$ cat src/rtl/alu_seq.sv
// alu_seq: registered CR16-style ALU with a persistent CLFZN flag register and an
// iterative one-bit-per-cycle shifter behind a valid/ready handshake.
module alu_seq #(
    parameter int WIDTH   = 16,
    parameter int SHAMT_W = $clog2(WIDTH)
) (
    input  logic               clk,
    input  logic               reset,
    input  logic               in_valid,
    output logic               in_ready,
    input  logic [3:0]         opcode,
    input  logic [3:0]         opext,
    input  logic [WIDTH-1:0]   A,
    input  logic [WIDTH-1:0]   B,
    output logic               out_valid,
    output logic [WIDTH-1:0]   S,
    output logic [4:0]         CLFZN
);

    localparam logic [0:0] ST_IDLE  = 1'b0;
    localparam logic [0:0] ST_SHIFT = 1'b1;

    localparam logic [3:0] K_UNDEF = 4'd0;
    localparam logic [3:0] K_ADDS  = 4'd1;
    localparam logic [3:0] K_ADDU  = 4'd2;
    localparam logic [3:0] K_SUB   = 4'd3;
    localparam logic [3:0] K_CMP   = 4'd4;
    localparam logic [3:0] K_AND   = 4'd5;
    localparam logic [3:0] K_OR    = 4'd6;
    localparam logic [3:0] K_XOR   = 4'd7;
    localparam logic [3:0] K_NOT   = 4'd8;
    localparam logic [3:0] K_MOV   = 4'd9;
    localparam logic [3:0] K_SHIFT = 4'd10;

    localparam logic [1:0] SH_LSH  = 2'd0;
    localparam logic [1:0] SH_ALSH = 2'd1;
    localparam logic [1:0] SH_RSH  = 2'd2;
    localparam logic [1:0] SH_ARSH = 2'd3;

    localparam int FC = 4;
    localparam int FL = 3;
    localparam int FF = 2;
    localparam int FZ = 1;
    localparam int FN = 0;

    localparam logic [SHAMT_W-1:0] CNT_ZERO = '0;
    localparam logic [SHAMT_W-1:0] CNT_ONE  = {{(SHAMT_W-1){1'b0}}, 1'b1};

    logic [0:0]         state_q;
    logic [WIDTH-1:0]   s_q;
    logic [4:0]         flags_q;
    logic               out_valid_q;
    logic [WIDTH-1:0]   work_q;
    logic [SHAMT_W-1:0] cnt_q;
    logic [1:0]         sh_kind_q;
    logic               msb_chg_q;

    logic [3:0]         kind;
    logic               use_carry;
    logic [1:0]         sh_kind;
    logic               carry_in;
    logic [WIDTH:0]     add_sum;
    logic [WIDTH:0]     sub_diff;
    logic               add_ovf;
    logic               sub_ovf;
    logic               lt_signed;
    logic [SHAMT_W-1:0] sh_amt;
    logic [WIDTH-1:0]   a_shift1;
    logic               a_msb_chg;
    logic [WIDTH-1:0]   work_shift1;
    logic               work_msb_chg;
    logic [WIDTH-1:0]   res;
    logic [4:0]         flags_n;

    function automatic logic [WIDTH-1:0] shift_one(input logic [WIDTH-1:0] v,
                                                   input logic [1:0] k);
        logic [WIDTH-1:0] r;
        case (k)
            SH_RSH:  r = {1'b0, v[WIDTH-1:1]};
            SH_ARSH: r = {v[WIDTH-1], v[WIDTH-1:1]};
            default: r = {v[WIDTH-2:0], 1'b0};
        endcase
        return r;
    endfunction

    // Register-form ops live under opcode 0000 and 1010; every other opcode is an immediate form.
    always_comb begin
        kind      = K_UNDEF;
        use_carry = 1'b0;
        sh_kind   = SH_LSH;
        case (opcode)
            4'b0000: begin
                case (opext)
                    4'b0101: kind = K_ADDS;
                    4'b0110: kind = K_ADDU;
                    4'b0111: begin kind = K_ADDS; use_carry = 1'b1; end
                    4'b1001: kind = K_SUB;
                    4'b1011: kind = K_CMP;
                    4'b0001: kind = K_AND;
                    4'b0010: kind = K_OR;
                    4'b0011: kind = K_XOR;
                    4'b1110: begin kind = K_SHIFT; sh_kind = SH_RSH; end
                    4'b1101: kind = K_MOV;
                    default: kind = K_UNDEF;
                endcase
            end
            4'b0101: kind = K_ADDS;
            4'b0110: kind = K_ADDU;
            4'b0111: begin kind = K_ADDS; use_carry = 1'b1; end
            4'b1001: kind = K_SUB;
            4'b1011: kind = K_CMP;
            4'b1000: begin kind = K_SHIFT; sh_kind = SH_LSH; end
            4'b1110: begin kind = K_SHIFT; sh_kind = SH_RSH; end
            4'b1101: kind = K_MOV;
            4'b1010: begin
                case (opext)
                    4'b0101: begin kind = K_ADDU; use_carry = 1'b1; end
                    4'b0110: begin kind = K_ADDU; use_carry = 1'b1; end
                    4'b0010: kind = K_CMP;
                    4'b0011: kind = K_NOT;
                    4'b0001: begin kind = K_SHIFT; sh_kind = SH_ALSH; end
                    4'b0100: begin kind = K_SHIFT; sh_kind = SH_ARSH; end
                    default: kind = K_UNDEF;
                endcase
            end
            default: kind = K_UNDEF;
        endcase
    end

    assign carry_in  = use_carry & flags_q[FC];
    assign add_sum   = {1'b0, A} + {1'b0, B} + {{WIDTH{1'b0}}, carry_in};
    assign sub_diff  = {1'b0, A} - {1'b0, B};
    assign add_ovf   = (A[WIDTH-1] == B[WIDTH-1]) && (add_sum[WIDTH-1] != A[WIDTH-1]);
    assign sub_ovf   = (A[WIDTH-1] != B[WIDTH-1]) && (sub_diff[WIDTH-1] != A[WIDTH-1]);
    assign lt_signed = $signed(A) < $signed(B);

    assign sh_amt       = B[SHAMT_W-1:0];
    assign a_shift1     = shift_one(A, sh_kind);
    assign a_msb_chg    = (sh_kind == SH_ALSH) && (A[WIDTH-1] != A[WIDTH-2]);
    assign work_shift1  = shift_one(work_q, sh_kind_q);
    assign work_msb_chg = (sh_kind_q == SH_ALSH) && (work_q[WIDTH-1] != work_q[WIDTH-2]);

    // Single-cycle result; flags start from the stored value so untouched ones are preserved.
    always_comb begin
        res     = '0;
        flags_n = flags_q;
        case (kind)
            K_ADDS: begin
                res         = add_sum[WIDTH-1:0];
                flags_n[FC] = add_sum[WIDTH];
                flags_n[FF] = add_ovf;
            end
            K_ADDU: begin
                res         = add_sum[WIDTH-1:0];
                flags_n[FC] = add_sum[WIDTH];
                flags_n[FF] = add_sum[WIDTH];
            end
            K_SUB: begin
                res         = sub_diff[WIDTH-1:0];
                flags_n[FC] = sub_diff[WIDTH];
                flags_n[FF] = sub_ovf;
            end
            K_CMP: begin
                res         = '0;
                flags_n[FC] = 1'b0;
                flags_n[FF] = 1'b0;
                flags_n[FL] = sub_diff[WIDTH];
                flags_n[FN] = lt_signed;
                flags_n[FZ] = (A == B);
            end
            K_AND:   res = A & B;
            K_OR:    res = A | B;
            K_XOR:   res = A ^ B;
            K_NOT:   res = ~A;
            K_MOV:   res = B;
            K_SHIFT: begin
                res = (sh_amt == CNT_ZERO) ? A : a_shift1;
                if ((sh_amt != CNT_ZERO) && a_msb_chg) begin
                    flags_n[FF] = 1'b1;
                end
            end
            default: res = '0;
        endcase
    end

    // Shifts of two or more bits park here, one bit per edge, until the count runs out.
    always_ff @(posedge clk) begin
        if (reset) begin
            state_q     <= ST_IDLE;
            s_q         <= '0;
            flags_q     <= '0;
            out_valid_q <= 1'b0;
            work_q      <= '0;
            cnt_q       <= '0;
            sh_kind_q   <= SH_LSH;
            msb_chg_q   <= 1'b0;
        end else begin
            out_valid_q <= 1'b0;
            case (state_q)
                ST_IDLE: begin
                    if (in_valid) begin
                        if ((kind == K_SHIFT) && (sh_amt > CNT_ONE)) begin
                            work_q    <= a_shift1;
                            cnt_q     <= sh_amt - CNT_ONE;
                            sh_kind_q <= sh_kind;
                            msb_chg_q <= a_msb_chg;
                            state_q   <= ST_SHIFT;
                        end else begin
                            s_q         <= res;
                            flags_q     <= flags_n;
                            out_valid_q <= 1'b1;
                        end
                    end
                end
                ST_SHIFT: begin
                    work_q    <= work_shift1;
                    cnt_q     <= cnt_q - CNT_ONE;
                    msb_chg_q <= msb_chg_q | work_msb_chg;
                    if (cnt_q == CNT_ONE) begin
                        s_q         <= work_shift1;
                        out_valid_q <= 1'b1;
                        state_q     <= ST_IDLE;
                        if (msb_chg_q | work_msb_chg) begin
                            flags_q[FF] <= 1'b1;
                        end
                    end
                end
                default: state_q <= ST_IDLE;
            endcase
        end
    end

    assign in_ready  = (state_q == ST_IDLE);
    assign out_valid = out_valid_q;
    assign S         = s_q;
    assign CLFZN     = flags_q;

endmodule

$ cat config.mk
export PLATFORM = sky130hd
export DESIGN_NAME = alu_seq
export DESIGN_NICKNAME = d
export VERILOG_FILES = /design/src/rtl/alu_seq.sv
export SDC_FILE = /design/constraint.sdc
export NUM_CORES = 1
export LEC_CHECK = 0
export BUFFER_PORTS_ARGS = -buffer_cell sky130_fd_sc_hd__clkbuf_2
export CORE_ASPECT_RATIO = 1.4
export CORE_MARGIN = 2
export CORE_UTILIZATION = 55
export DETAILED_ROUTE_END_ITERATION = 8
export PLACE_DENSITY_LB_ADDON = 0.3
export SLEW_MARGIN = 20
export SYNTH_ARGS = -nofsm -noshare
export SYNTH_HDL_FRONTEND = slang
export SYNTH_SLANG_ARGS = --single-unit
$ cat constraint.sdc
create_clock -name clk -period 4.1 [get_ports clk]
set_clock_uncertainty 0.1 [all_clocks]
set_input_delay 0.615 -clock clk [delete_from_list [all_inputs] [get_ports clk]]
set_output_delay 0.615 -clock clk [all_outputs]
set_load 0.05 [all_outputs]
==> impl_metrics.tcl, run 1 <==
set metrics [dict create \
    htree_levels 2 \
    worstRegToRegCells 11 \
    setup_viol 0 \
    maxCapViolCount 0 \
    io_buffer_count 65 \
    clock_path_buffers 2 \
    dr.pass1.iters 6 \
    insertion_delay_ns 0.30 \
    r2r-start "CLFZN[4]" \
    critical_path_depth 15 \
    hold_depth 2 \
    crit_slowest_cell "fa_1" \
    path_buf_inv 1 \
    drive_gt1_share_pct 18.2 \
    grt_pass1_wl_um 36500 \
    preCtsSetupSlack_ns 0.0348 \
    ctsHoldBuffers 0 \
    period_share_pct 92.8 \
    diodes 0 \
    antenna_found_initial 0 \
    grtUsageTotal_pct 39.8 \
    relSlewSlack_pct 49.6 \
    synth_edf_count 0 \
    wl_met3_um 2440 \
    hold_viol 0 \
    wl_met2_um 10600 \
    finalPower_mw 1.73 \
    drt-met1-wl_um 8810 \
    p_int_mw 1.03 \
    switching_share_pct 40.3 \
    setup_slack_ns 0.297 \
    slew_viol_final 0 \
    postCtsSetupBuffers 0 \
    nets 965 \
    grt_pass1_vias 6718 \
    path_max_fanout 5 \
    grt_start_max_net_pins 32 \
    numCtsBuffers 5 \
    fmax_mhz 263 \
    postSynthAreaPerCell_sq_um 7.37 \
    syn_to_final_growth_pct 13.1 \
    min_from "S[4]" \
    clkSinkCount 46 \
    power.sequential.fraction_pct 28.1 \
    nFillCells 929 \
    viasPerCell 6.99 \
    worstPathArrival_ns 3.90 \
    synth_async_sr_flop_share_pct 0 \
    critPathLaunchType "primary input" \
    yosys_warnings 0 \
    crit_chain "clkbuf_2 > nor2b_1 > nand4_1 > a21oi_1 > o21a_1 > fa_1 > fa_1 > a21o_1 > a41oi_1 > a31oi_1 > a31oi_1 > o21ai_0 > a211o_1 > a32o_1 > a32o_1" \
    critical_path_class "in2reg" \
    ant_nets 0 \
    syn_inst 805 \
    ys.flop_type "dfxtp_1" \
    drt_iter0_drc 801 \
    slowest_delay_ns 0.43 \
    hpwlAfterDp_um 18000 \
    ys_ff_latch 46 \
    hold_class "reg2reg" \
    initial_core_util_pct 56.7 \
    die_y_um 127 \
    vias 7022 \
    routed_wirelength_um 23300 \
    dieArea_sq_mm 0.0116 \
    clockRootBuffer "clkbuf_16" \
    ys_seq_area_share_pct 15.5 \
    combPwrFrac_pct 43.6 \
    status "finished clean" \
    vdd_drop_max_uv 193 \
    critPathTopFamily "compound AO/OA/AOI/OAI gates" \
    p_per_area_mw_per_mm2 257 \
    grt_setup_unrepaired "false" \
    tightest_slew_ns 0.749 \
    clk_pin_slew_worst_paths_ns 0.07 \
    worst_hold_slack_ns 0.372 \
    die-width_um 91.8 \
    top_layer "met4" \
    synth_area_sq_mm 0.00593 \
    grt_overflow 0 \
    ys_types 87 \
    drc 0 \
    placed_area_sq_mm 0.00654 \
    num_io_pins 66 \
    switchingPower_uw 696 \
    p_leak_nw 2.92 \
    row_count 44 \
    cts_resized 0 \
    cts_tree "built" \
    syn-num-nets 904 \
    period_minus_slack_ns 3.80 \
    power.share.clock_pct 28.2 \
    core_sq_mm 0.0105 \
    setup_tns_ns 0 \
    routedWlPerCell_um 23.2 \
    cp.required_ns 4.20 \
    place_congestion 1.07 \
    cp-startpoint "opext[1]" \
    crit_path_end_kind "flop" \
    fin_area_sq_mm 0.00671 \
]
## power by group through the flow
stage,sequential [mW],combinational [mW],clock (mW)
finish,0.486,0.753,0.488
global route,0.487,0.805,0.501
CTS,0.485,0.733,0.481
detailed placement,0.495,0.729,0
global placement,0.495,0.722,0
floorplan,0.537,0.445,0
## layout by cell type, fill, tap and decap left out, types with 10 or more instances in the layout
| master | count |
|---|---|
| o211ai_1 | 11 |
| buf_4 | 51 |
| nand2_1 | 52 |
| mux2i_1 | 18 |
| nor3_1 | 31 |
| a221o_1 | 14 |
| inv_1 | 55 |
| ha_1 | 53 |
| a21oi_1 | 65 |
| clkbuf_2 | 65 |
| a31oi_1 | 10 |
| nor2_1 | 76 |
| nand3_1 | 26 |
| dfxtp_1 | 46 |
| a21o_1 | 11 |
| o21ai_0 | 39 |
| xnor2_1 | 10 |
| a211oi_1 | 29 |
| o221ai_1 | 14 |
## cell families (layout without fill, tap and decap cells)
kind of cell / count (synthesis) / count (layout) / share of synthesized area, %
DFF: 46 / 46 / 15.5
xor gates and xnor gates: 16 / 16 / 2.49
and+or+nand+nor: 241 / 241 / 19.7
muxes: 26 / 26 / 4.56
AOI/OAI and AO/OA: 300 / 300 / 37.0
buffers and inverters: 120 / 182 / 8.60
adders and majority gates: 56 / 56 / 12.2
## synthesized netlist by cell type, types with 15 or more instances
| cell | n | share of area, % |
|---|---|---|
| nor2_1 | 76 | 4.8 |
| a21oi_1 | 65 | 5.5 |
| inv_1 | 55 | 3.5 |
| ha_1 | 53 | 11 |
| nand2_1 | 52 | 3.3 |
| dfxtp_1 | 46 | 16 |
| clkbuf_1 | 40 | 2.5 |
| o21ai_0 | 39 | 3.3 |
| nor3_1 | 31 | 2.6 |
| a211oi_1 | 30 | 3.8 |
| nand3_1 | 26 | 2.2 |
| mux2i_1 | 18 | 3.0 |
| buf_2 | 15 | 1.3 |
## worst paths after layout
kind,end,slack (ns)
worst max-delay path,CLFZN[2],0.30
worst min-delay path,S[4],0.37
worst max register to register,CLFZN[2],0.76
worst min register to register,S[4],0.37
## registers in the layout, summed over array words and instances, names as in the netlist
name and flops:
CLFZN 5, sh_kind_q 2, out_valid 1, msb_chg_q 1, S 16, cnt_q 4
state_q 1, work_q 16
## layout make-up
type	instances	area, sq um	share of cell area [%]
clock buffer	5	125	1.86
clock inverter	3	43.8	0.652
inverter	57	214	3.19
multi-input combinational	639	4510	67.2
sequential	46	921	13.7
tap	138	173	2.57
timing repair buffer	117	728	10.9
## worst register-to-register path, cell delays in order, from the launching register on
cell     delay (ns)
dfxtp_1        0.34
o21a_1         0.15
fa_1           0.43
fa_1           0.43
a21o_1         0.20
a41oi_1        0.28
a31oi_1        0.26
a31oi_1        0.24
o21ai_0        0.11
a211o_1        0.27
a32o_1         0.21
a32o_1         0.22
## through the flow
stage,instances,util [%]
after floorplan,805,-
after global placement,997,62.5
after detailed placement,997,62.5
after CTS,1005,64.2
after global routing,1005,64.2
final,1005,64.2
## layer usage
layer  GRT usage [%]  vias up
li1                -     3152
met1            49.7     3224
met2            65.6      511
met3            6.53      135
met4            20.7        0
met5               0        -
Power figures use the tool's default switching activity.
==> run 2: changes to the inputs <==
--- a/config.mk
+++ b/config.mk
@@ -6,9 +6,11 @@
 export NUM_CORES = 1
 export LEC_CHECK = 0
 export BUFFER_PORTS_ARGS = -buffer_cell sky130_fd_sc_hd__clkbuf_2
+export CELL_PAD_IN_SITES_DETAIL_PLACEMENT = 0
+export CELL_PAD_IN_SITES_GLOBAL_PLACEMENT = 1
 export CORE_ASPECT_RATIO = 1.4
 export CORE_MARGIN = 2
-export CORE_UTILIZATION = 55
+export CORE_UTILIZATION = 40
 export DETAILED_ROUTE_END_ITERATION = 8
 export PLACE_DENSITY_LB_ADDON = 0.3
 export SLEW_MARGIN = 20
==> impl_metrics.tcl, run 2 (synthesis gave the netlist of run 1 again) <==
set metrics [dict create \
    status "finished clean" \
    critPathLaunchType "primary input" \
    die_y_um 148 \
    met1_usage_pct 39.3 \
    fmax_mhz 259 \
    stdcell_count 1056 \
    antenna_found_initial 1 \
    switchingPower_uw 700 \
    fin_area_sq_mm 0.00678 \
    switching_share_pct 40.5 \
    use_met2_pct 51.5 \
    dieArea_sq_mm 0.0158 \
    final_cell_mix "nor2_1, a21oi_1, clkbuf_2" \
    core_sq_mm 0.0145 \
    vdd_drop_max_uv 186 \
    slew_viol_final 0 \
    hpwlAfterDp_um 19100 \
    clk_pin_slew_worst_paths_ns 0.06 \
    viasPerCell 6.45 \
    p_per_area_mw_per_mm2 255 \
    io_buffer_count 65 \
    die-width_um 107 \
    grtUsageMet3_pct 3.37 \
    setup_slack_ns 0.241 \
    drive_gt1_share_pct 18.0 \
    maxCapViolCount 0 \
    clockRootBuffer "clkbuf_16" \
    grt_start_max_net_pins 37 \
    grt_overflow 0 \
    ant_nets 0 \
    postCtsSetupBuffers 0 \
    routedWlPerCell_um 23.2 \
    tightest_slew_ns 1.11 \
    critical_path_class "in2reg" \
    grt_busiest_layer "met2" \
    p_leak_nw 2.91 \
    relSlewSlack_pct 25.3 \
    preCtsSetupSlack_ns -0.0182 \
    hold_class "reg2reg" \
    dr.pass1.iters 6 \
    num_io_pins 66 \
    initial_core_util_pct 40.9 \
    power.share.clock_pct 27.8 \
    numCtsBuffers 5 \
    cp.required_ns 4.14 \
    grt_pass1_wl_um 37200 \
    cts_resized 0 \
    clock_path_buffers 2 \
    routed_wirelength_um 24500 \
    setup_viol 0 \
    grt_setup_unrepaired "false" \
    grtUsageTotal_pct 30.4 \
    power.sequential.fraction_pct 28.2 \
    setup_tns_ns 0 \
    place_congestion 1.02 \
    insertion_delay_ns 0.30 \
    drc 0 \
    grt_pass1_vias 6446 \
    worst_hold_slack_ns 0.377 \
    row_count 52 \
    vias 6816 \
    worstPathArrival_ns 3.90 \
    htree_levels 2 \
    path_max_fanout 4 \
    crit_path_end_kind "flop" \
    ctsHoldBuffers 0 \
    layout_commonest_cell "nor2_1" \
    hold_viol 0 \
    period_minus_slack_ns 3.86 \
    syn_to_final_growth_pct 14.2 \
    dp_cells 1047 \
    nFillCells 1454 \
    cts_tree "built" \
    drt_iter0_drc 855 \
    nets 964 \
    placed_area_sq_mm 0.00660 \
    p_int_mw 1.03 \
    clkSinkCount 46 \
    period_share_pct 94.1 \
    combPwrFrac_pct 44.0 \
]
[run 2: final cells by class]
cell class | count | area, sq um | share of cell area, %
multi-input combinational | 639 | 4510 | 66.6
sequential | 46 | 921 | 13.6
timing repair buffer | 116 | 721 | 10.6
tap | 189 | 236 | 3.49
inverter | 57 | 214 | 3.16
clock buffer | 6 | 129 | 1.90
clock inverter | 2 | 37.5 | 0.554
antenna | 1 | 2.50 | 0.0369
[run 2: final timing paths]
path / to / cells after the start / slack (ns) / startpoint
worst max-delay path: S[9] / 14 / 0.24 / opext[1]
worst max register to register: S[9] / 10 / 0.69 / CLFZN[4]
worst min register to register: S[2] / 2 / 0.38 / S[2]
worst min-delay path: S[2] / 2 / 0.38 / S[2]
[run 2: power groups by stage]
| stage | sequential (mW) | combinational [mW] | clock [mW] |
|---|---|---|---|
| after floorplan | 0.537 | 0.445 | 0 |
| after CTS | 0.486 | 0.739 | 0.479 |
| after global routing | 0.488 | 0.809 | 0.499 |
| final | 0.487 | 0.760 | 0.480 |
| after global placement | 0.495 | 0.731 | 0 |
| after detailed placement | 0.496 | 0.737 | 0 |
[run 2: metrics by stage]
stage / power, mW / utilization, %
after floorplan: 0.982 / -
after global placement: 1.23 / 45.5
after detailed placement: 1.23 / 45.5
after CTS: 1.70 / 46.6
after global routing: 1.80 / 46.7
final: 1.73 / 46.7
[run 2: worst max-delay path, stage by stage]
cell,delay (ns)
clkbuf_2,0.11
nor2b_1,0.16
nand4_1,0.11
a21oi_1,0.07
o21a_1,0.23
fa_1,0.43
a21o_1,0.20
a21o_1,0.22
a31oi_1,0.43
o21ai_0,0.20
a221o_1,0.32
a221oi_1,0.53
buf_4,0.20
o22ai_1,0.06
[run 2: layer usage]
metal | part of all wire, % | wire (um)
met5 | 0 | 0
met4 | 4.1 | 999
met3 | 8.5 | 2070
met2 | 48 | 11700
met1 | 40 | 9710
==> run 3: changes to the inputs <==
--- a/config.mk
+++ b/config.mk
@@ -8,7 +8,6 @@
 export BUFFER_PORTS_ARGS = -buffer_cell sky130_fd_sc_hd__clkbuf_2
 export CELL_PAD_IN_SITES_DETAIL_PLACEMENT = 0
 export CELL_PAD_IN_SITES_GLOBAL_PLACEMENT = 1
-export CORE_ASPECT_RATIO = 1.4
 export CORE_MARGIN = 2
 export CORE_UTILIZATION = 40
 export DETAILED_ROUTE_END_ITERATION = 8
==> impl_metrics.tcl, run 3 (synthesis gave the netlist of run 1 again) <==
set metrics [dict create \
    status "finished clean" \
    tightest_slew_ns 1.14 \
    vdd_drop_max_uv 291 \
    power.share.clock_pct 30.1 \
    hold_depth 2 \
    htree_levels 2 \
    place_congestion 1.01 \
    antenna_found_initial 0 \
    slew_viol_final 0 \
    num_io_pins 66 \
    hold_viol 0 \
    finalPower_mw 1.81 \
    setup_slack_ns 0.264 \
    viasPerCell 6.51 \
    critPathLaunchType "primary input" \
    ant_nets 0 \
    period_minus_slack_ns 3.84 \
    combPwrFrac_pct 43.2 \
    power.sequential.fraction_pct 26.8 \
    io_buffer_count 65 \
    r2r-start "CLFZN[4]" \
    grt_pass1_vias 6386 \
    setup_viol 0 \
    p_per_area_mw_per_mm2 264 \
    preCtsSetupSlack_ns 0.0315 \
    die_y_um 126 \
    switching_share_pct 38.3 \
    grt_start_max_net_pins 37 \
    ctsHoldBuffers 0 \
    clock_path_buffers 2 \
    cts_resized 0 \
    die-width_um 126 \
    worstRegToRegCells 11 \
    path_max_fanout 5 \
    grt_overflow 0 \
    cp-startpoint "opext[1]" \
    crit_path_end "CLFZN[2]" \
    period_share_pct 93.5 \
    numCtsBuffers 5 \
    clkSinkCount 46 \
    dr.pass1.iters 8 \
    critical_path_class "in2reg" \
    p_leak_nw 2.98 \
    grt_pass1_wl_um 36600 \
    grt_setup_unrepaired "false" \
    routed_wirelength_um 24000 \
    initial_core_util_pct 40.8 \
    crit_path_end_kind "flop" \
    grtUsageTotal_pct 29.2 \
    hold_class "reg2reg" \
    drive_gt1_share_pct 19.2 \
    drc 0 \
    worstPathArrival_ns 3.92 \
    setup_tns_ns 0 \
    cts_tree "built" \
    vias 6914 \
    hpwlAfterDp_um 18600 \
    relSlewSlack_pct 23.2 \
    nFillCells 1503 \
    diodes 0 \
    postCtsSetupBuffers 0 \
    clk_pin_slew_worst_paths_ns 0.06 \
    insertion_delay_ns 0.29 \
    maxCapViolCount 0 \
    fmax_mhz 261 \
    switchingPower_uw 693 \
    drt_iter0_drc 984 \
    clockRootBuffer "clkbuf_16" \
    nets 976 \
    row_count 44 \
    final_cell_mix "nor2_1, a21oi_1, clkbuf_2" \
    dieArea_sq_mm 0.0158 \
    r2r_end "CLFZN[2]" \
    p_int_mw 1.12 \
    cp.required_ns 4.19 \
    core_sq_mm 0.0145 \
    ff2ff_setup_slack_ns 0.68 \
    routedWlPerCell_um 22.6 \
    syn_to_final_growth_pct 15.8 \
    layout_commonest_cell "nor2_1" \
]
==> run 3: changes by cell type in the layout (fill, tap and decap cells not counted), sizes merged <==
| cell | previous run | this run |
|---|---|---|
| buf | 51 | 63 |
| clkinvlp | 1 | 0 |
| bufinv | 1 | 2 |
| diode | 1 | 0 |
==> run 3: worst min path at each step <==
| stage | to | from | slack [ns] |
|---|---|---|---|
| floorplan | msb_chg_q | msb_chg_q | 0.36 |
| global placement | S[3] | S[3] | 0.37 |
| detailed placement | S[3] | S[3] | 0.37 |
| CTS | S[3] | S[3] | 0.37 |
| global route | S[1] | S[1] | 0.40 |
| finish | S[3] | S[3] | 0.37 |
==> run 3: layer usage <==
metal  global-route usage (%)  up-vias  routed length (um)
li1                         -     3163                   -
met1                     42.1     3315               10700
met2                     45.0      392               10500
met3                     5.18       44                2350
met4                     7.30        0                 471
met5                        0        -                   0
==> run 3: layout make-up <==
cell class / instances / area, sq um / share of cell area, %
inverters: 57 / 214 / 3.11
multi-input cells: 639 / 4510 / 65.6
well taps: 184 / 230 / 3.35
clock inverters: 2 / 60.1 / 0.874
flip-flops and latches: 46 / 921 / 13.4
repair buffers: 128 / 798 / 11.6
clock buffers: 6 / 139 / 2.02
==> run 3: critical path: stages <==
cell      delay [ns]
clkbuf_2        0.10
nor2b_1         0.14
nand4_1         0.10
a21oi_1         0.07
o21a_1          0.20
fa_1            0.40
fa_1            0.40
a21o_1          0.19
a41oi_1         0.29
a31oi_1         0.26
a31oi_1         0.33
o21ai_0         0.13
a211o_1         0.27
a32o_1          0.21
a32o_1          0.21
==> run 3: through the flow <==
step	area (sq um)	hold WS, ns	instances	utilization, %
global route	6870	0.403	1062	47.3
detailed placement	6670	0.366	1054	45.9
floorplan	5930	0.364	805	-
CTS	6870	0.374	1062	47.3
global placement	6670	0.368	1054	45.9
finish	6870	0.371	1062	47.3
==> run 3: power groups by stage <==
stage | registers [mW] | clock network [mW] | logic (mW)
2_1_floorplan | 0.537 | 0 | 0.445
3_3_place_gp | 0.494 | 0 | 0.753
3_5_place_dp | 0.494 | 0 | 0.756
4_1_cts | 0.484 | 0.551 | 0.759
5_1_grt | 0.487 | 0.562 | 0.832
6_report | 0.485 | 0.544 | 0.781
